`src/rtl/seq_tx_pkg.sv`:
```
// Shared types and constants for the seq_tx serializer: FSM states, preamble
// pattern and a sizing helper for the bit counter.
package seq_tx_pkg;

  typedef enum logic [2:0] {
    ST_IDLE,
    ST_PRE,
    ST_DATA,
    ST_PAR,
    ST_GAP
  } state_t;

  localparam logic [2:0]  PREAMBLE     = 3'b101;
  localparam int unsigned PREAMBLE_LEN = 3;

  function automatic int unsigned max3(input int unsigned a, input int unsigned b,
                                       input int unsigned c);
    int unsigned m;
    m = a;
    if (b > m) m = b;
    if (c > m) m = c;
    return m;
  endfunction

endpackage

```
`src/rtl/seq_tx_shifter.sv`:
```
// Loadable MSB-first shift register; parity of the captured word is held
// alongside so it stays valid after the data has been shifted out.
module seq_tx_shifter #(
  parameter int unsigned DATA_W = 8
) (
  input  logic              i_clk,
  input  logic              i_rst,
  input  logic              i_load,
  input  logic [DATA_W-1:0] i_data,
  input  logic              i_shift,
  output logic              o_msb,
  output logic              o_parity
);

  logic [DATA_W-1:0] r_sh;
  logic              r_par;

  always_ff @(posedge i_clk or posedge i_rst) begin
    if (i_rst) begin
      r_sh  <= '0;
      r_par <= 1'b0;
    end else if (i_load) begin
      r_sh  <= i_data;
      r_par <= ^i_data;
    end else if (i_shift) begin
      r_sh  <= r_sh << 1;
    end
  end

  assign o_msb    = r_sh[DATA_W-1];
  assign o_parity = r_par;

endmodule

```
`src/rtl/seq_tx.sv`:
```
// Frame serializer: preamble 101, DATA_W bits MSB first, optional even parity,
// then GAP_LEN idle cycles. Moore FSM; all outputs decode registered state.
module seq_tx
  import seq_tx_pkg::*;
#(
  parameter int unsigned DATA_W    = 8,
  parameter int unsigned GAP_LEN   = 2,
  parameter int unsigned PARITY_EN = 1
) (
  input  logic              sys_clk,
  input  logic              sys_rst,
  input  logic [DATA_W-1:0] in_data,
  input  logic              in_valid,
  output logic              in_ready,
  output logic              out,
  output logic              out_valid,
  output logic              busy
);

  localparam int unsigned CNT_MAX = max3(DATA_W, GAP_LEN, PREAMBLE_LEN);
  localparam int unsigned CW      = $clog2(CNT_MAX + 1);

  // Counter holds cycles remaining in the current state; reloaded on entry.
  localparam logic [CW-1:0] LD_PRE  = CW'(PREAMBLE_LEN - 1);
  localparam logic [CW-1:0] LD_DATA = CW'(DATA_W - 1);
  localparam logic [CW-1:0] LD_GAP  = CW'((GAP_LEN > 0) ? GAP_LEN - 1 : 0);

  state_t        r_state;
  state_t        w_next;
  logic [CW-1:0] r_cnt;
  logic [CW-1:0] w_cnt_next;
  logic          w_load;
  logic          w_shift;
  logic          w_msb;
  logic          w_parity;

  seq_tx_shifter #(
    .DATA_W(DATA_W)
  ) u_shifter (
    .i_clk   (sys_clk),
    .i_rst   (sys_rst),
    .i_load  (w_load),
    .i_data  (in_data),
    .i_shift (w_shift),
    .o_msb   (w_msb),
    .o_parity(w_parity)
  );

  always_ff @(posedge sys_clk or posedge sys_rst) begin
    if (sys_rst) begin
      r_state <= ST_IDLE;
      r_cnt   <= '0;
    end else begin
      r_state <= w_next;
      r_cnt   <= w_cnt_next;
    end
  end

  always_comb begin
    w_next     = r_state;
    w_cnt_next = r_cnt;
    w_load     = 1'b0;
    w_shift    = 1'b0;
    in_ready   = 1'b0;
    out        = 1'b0;
    out_valid  = 1'b0;
    busy       = 1'b1;

    unique case (r_state)
      ST_IDLE: begin
        in_ready = 1'b1;
        busy     = 1'b0;
        if (in_valid) begin
          w_load     = 1'b1;
          w_next     = ST_PRE;
          w_cnt_next = LD_PRE;
        end
      end
      ST_PRE: begin
        out_valid = 1'b1;
        out       = PREAMBLE[r_cnt[1:0]];
        if (r_cnt == '0) begin
          w_next     = ST_DATA;
          w_cnt_next = LD_DATA;
        end else begin
          w_cnt_next = r_cnt - 1'b1;
        end
      end
      ST_DATA: begin
        out_valid = 1'b1;
        out       = w_msb;
        w_shift   = 1'b1;
        if (r_cnt != '0) begin
          w_cnt_next = r_cnt - 1'b1;
        end else if (PARITY_EN != 0) begin
          w_next     = ST_PAR;
          w_cnt_next = '0;
        end else if (GAP_LEN != 0) begin
          w_next     = ST_GAP;
          w_cnt_next = LD_GAP;
        end else begin
          w_next     = ST_IDLE;
          w_cnt_next = '0;
        end
      end
      ST_PAR: begin
        out_valid = 1'b1;
        out       = w_parity;
        if (GAP_LEN != 0) begin
          w_next     = ST_GAP;
          w_cnt_next = LD_GAP;
        end else begin
          w_next     = ST_IDLE;
          w_cnt_next = '0;
        end
      end
      ST_GAP: begin
        if (r_cnt == '0) begin
          w_next     = ST_IDLE;
          w_cnt_next = '0;
        end else begin
          w_cnt_next = r_cnt - 1'b1;
        end
      end
      default: begin
        w_next     = ST_IDLE;
        w_cnt_next = '0;
      end
    endcase
  end

endmodule
```
`config.mk`:
```
export PLATFORM = sky130hd
export DESIGN_NAME = seq_tx
export DESIGN_NICKNAME = d
export VERILOG_FILES = /design/src/rtl/seq_tx_pkg.sv /design/src/rtl/seq_tx_shifter.sv /design/src/rtl/seq_tx.sv
export SDC_FILE = /design/constraint.sdc
export NUM_CORES = 1
export LEC_CHECK = 0
export CORE_UTILIZATION = 45
export CTS_BUF_LIST = sky130_fd_sc_hd__clkbuf_8
export DETAILED_ROUTE_END_ITERATION = 16
export HOLD_SLACK_MARGIN = 0.02
export PLACE_DENSITY = 0.76
export REMOVE_ABC_BUFFERS = 1
export SLEW_MARGIN = 10
export SYNTH_ARGS = -nofsm -noshare
export SYNTH_HDL_FRONTEND = slang
export SYNTH_SLANG_ARGS = --single-unit
```
`constraint.sdc`:
```
create_clock -name sys_clk -period 1.6 [get_ports sys_clk]
set_input_delay 0.16 -clock sys_clk [delete_from_list [all_inputs] [get_ports sys_clk]]
set_output_delay 0.16 -clock sys_clk [all_outputs]
set_load 0.005 [all_outputs]
```
==> run metrics, run 1 <==
arrival time of data at the critical path endpoint 1.73 ns; share of final-layout standard cells stronger than drive strength 1 0.2045; part of the cycle the worst path needs 0.9793; Critical Path RT 1.76 ns; fin util 0.6313; number of search-and-repair iterations in the first detailed-routing pass 4; largest cells by area after synthesis dfrtp_1 (42%), nand2_1 (7.5%), xnor2_1 (6.4%); minimum setup slack after placement 0.06903 ns; filler cell count in the final layout 166; capturing instance or port of the critical path r_state[0]; library cell with the largest summed area after synthesis dfrtp_1; clock tree from TritonCTS done; port bufs 14; register-to-register path setup slack 0.03 ns; commonest non-fill, non-tap cell in the layout nand2_1; Num CTS Buffers 3; max-capacitance violation count 0; Bufs on Longest Clock Path 2; total grt overflow 0; #FFs+latches synth 16; capture point of the worst reg-to-reg path r_state[0]; placed standard-cell area 0.001160 mm2; via count 870; HPWL after detailed placement 1462 um; number of cells on the worst reg-to-reg path 3; count of yosys warnings during synthesis 0; status completed; detail-routed net length per standard cell 12.84 um; placeable core region 0.001982 mm2; number of inserted diodes 0; worst rel slew slack 0.7584; worst setup path category flop to flop; final number of hold-violating endpoints 0; chip width 48.03 um; pin count of the biggest net entering global routing 17; io pins 15; IR drop worst, VDD 0.0009722 V; floorplan row count 16; Pins Over Slew Limit 0; clock root buffer clkbuf_8; initial antenna violation count 0; Die Y-Extent 48.03 um; die area 0.002307 mm2; number of nets with antenna violations after detailed routing 0; Iter 0 DRT Violations 17; power per standard cell area 1857 mW/mm2; share of synthesized area occupied by flip-flops and latches 0.4199; Worst Max-Slew Pin Slew 0.3624 ns; skew final 0.003901 ns; fin cells 159; nets 145; fin worst setup slack 0.03319 ns; Hold WC Path Type input port to asynchronous set/reset pin; weighted congestion at the end of routability-driven global placement 0.8690; number of distinct standard cells referenced by the synthesized netlist 31; RSZ-0062 raised after global routing false; Design Area, Final 0.001251 mm2; Post-Route Setup TNS 0 ns; Post-Route Hold Slack 0.2156 ns; clock insertion delay at the later pin of the skew report 0.25 ns; CTS H-tree depth 1; detailed-route vias per instance 5.472; number of clock sinks 16; type of origin of the critical path flop; Leak 0.5664 nW; Layout Area Growth over Synthesis 31.23%; share of the synthesized area in the top cell type 0.4199; endpoints failing setup 0; global-route wire length before repair 3270 um; CP startpoint r_cnt[0]; crit path time final 1.567 ns; startpoint of the most critical register-to-register path r_cnt[0]; overall power consumption 2.323 mW; combined area of the multi-input logic cells 505.5 um2; synthesized area divided by synthesized cell count 8.747 um2; vias in the first global route 770; drt drc 0; Worst Setup End Kind flop; Max Fanout on Critical Path 7; post-placement cell count 152; peak clock frequency supported by timing 638.2 MHz; area of the mapped netlist 953.4 um2; sequential standard cell area 402.9 um2; initial core utilization 0.4811; clock-pin slew on the worst setup and hold paths 0.06 ns; most frequent cells in the layout nand2_1 (19), dfrtp_1 (14), buf_4 (13), clkdlybuf4s50_1 (10), a22oi_1 (8); number of instances in the synthesized netlist 109; Post-Route WL 2042 um; overall routing resource usage 0.2053
[logic make-up (layout without fill, tap and decap cells)]
group                     Yosys count  in the layout  synth area share
and+or+nand+nor                    49             49            0.2638
AOI/OAI and AO/OA                  23             23            0.1575
DFF                                16             16            0.4199
buffers and inverters              11             34           0.06036
xor gates and xnor gates            9              9           0.08268
muxes                               1              1           0.01574
[metal layers]
layer | up-vias | global-route usage | routed length, um
met2 | 30 | 0.3270 | 1030
met1 | 409 | 0.2746 | 910
met5 | - | 0 | 0
met4 | 0 | 0.08889 | 10
met3 | 2 | 0.03396 | 91
li1 | 429 | - | -
[state kept, by name, indices dropped and copies added, names as in the netlist]
name	count
u_shifter.r_sh	8
r_cnt	4
u_shifter.o_parity	1
r_state	3
[where the power goes]
part           total [mW]  internal [mW]  leakage, nW  switching, mW
sequential          0.716          0.588        0.198          0.128
combinational        1.31          0.663        0.347          0.646
clock               0.299          0.167       0.0216          0.132
[cells in the mapped netlist]
library cell and number:
nor2_1 8, nor2b_1 2, o21ai_0 5, dfrtp_1 16, buf_6 2, a21oi_1 4, xor2_1 2, a221oi_1 1
nand4_1 1, nor4bb_1 1, o31ai_1 1, nand2_1 19, buf_2 1, a22oi_1 8, and2_1 2, o211a_1 1
or4_4 1, nor3_2 1, mux2_4 1, clkbuf_1 6, nand3_1 4, nor3b_2 1, nor3_1 4, nor4b_1 1
or3_1 1, inv_1 2, o22ai_1 1, a31oi_1 2, nand2b_1 2, nor3b_1 1, xnor2_1 7
[timing repair]
| item | 4_1_cts | 5_1_grt |
|---|---|---|
| endpoints found under the setup margin | 4 | 3 |
| pin swaps | 1 | 2 |
| hold buffers | 0 | 0 |
| hold endpoints to repair | 0 | 0 |
| setup buffers | 3 | 1 |
| gates resized for setup | 10 | 3 |
[area by class of cell]
| type | instances | area share |
|---|---|---|
| Multi-Input combinational cell | 82 | 0.4040 |
| Sequential cell | 16 | 0.3220 |
| Timing Repair Buffer | 29 | 0.2080 |
| Clock buffer | 3 | 0.03300 |
| Tap cell | 27 | 0.02700 |
| Inverter | 2 | 0.006000 |
[worst min path at each step]
stage,end,start,slack (ns)
final,u_shifter.r_sh[1],sys_rst,0.22
after global routing,r_cnt[1],sys_rst,0.26
after CTS,r_cnt[1],sys_rst,0.22
after detailed placement,u_shifter.r_sh[6],u_shifter.r_sh[6],0.46
after global placement,u_shifter.r_sh[4],u_shifter.r_sh[4],0.46
after floorplan,r_cnt[0],sys_rst,0.07
[critical path, stage by stage (launching register included)]
cell     delay, ns
dfrtp_1       0.42
or4_4         0.58
mux2_4        0.32
nor3_2        0.16
(Power assumes the default switching activity.)
==> run 2, diff against run 1 <==
--- a/config.mk
+++ b/config.mk
@@ -5,8 +5,10 @@
 export SDC_FILE = /design/constraint.sdc
 export NUM_CORES = 1
 export LEC_CHECK = 0
+export CAP_MARGIN = 5
 export CORE_UTILIZATION = 45
 export CTS_BUF_LIST = sky130_fd_sc_hd__clkbuf_8
+export CTS_CLUSTER_DIAMETER = 200
 export DETAILED_ROUTE_END_ITERATION = 16
 export HOLD_SLACK_MARGIN = 0.02
 export PLACE_DENSITY = 0.76
==> results of run 2 <==
No change in the layout: final DEF, timing and power equal those of run 1.
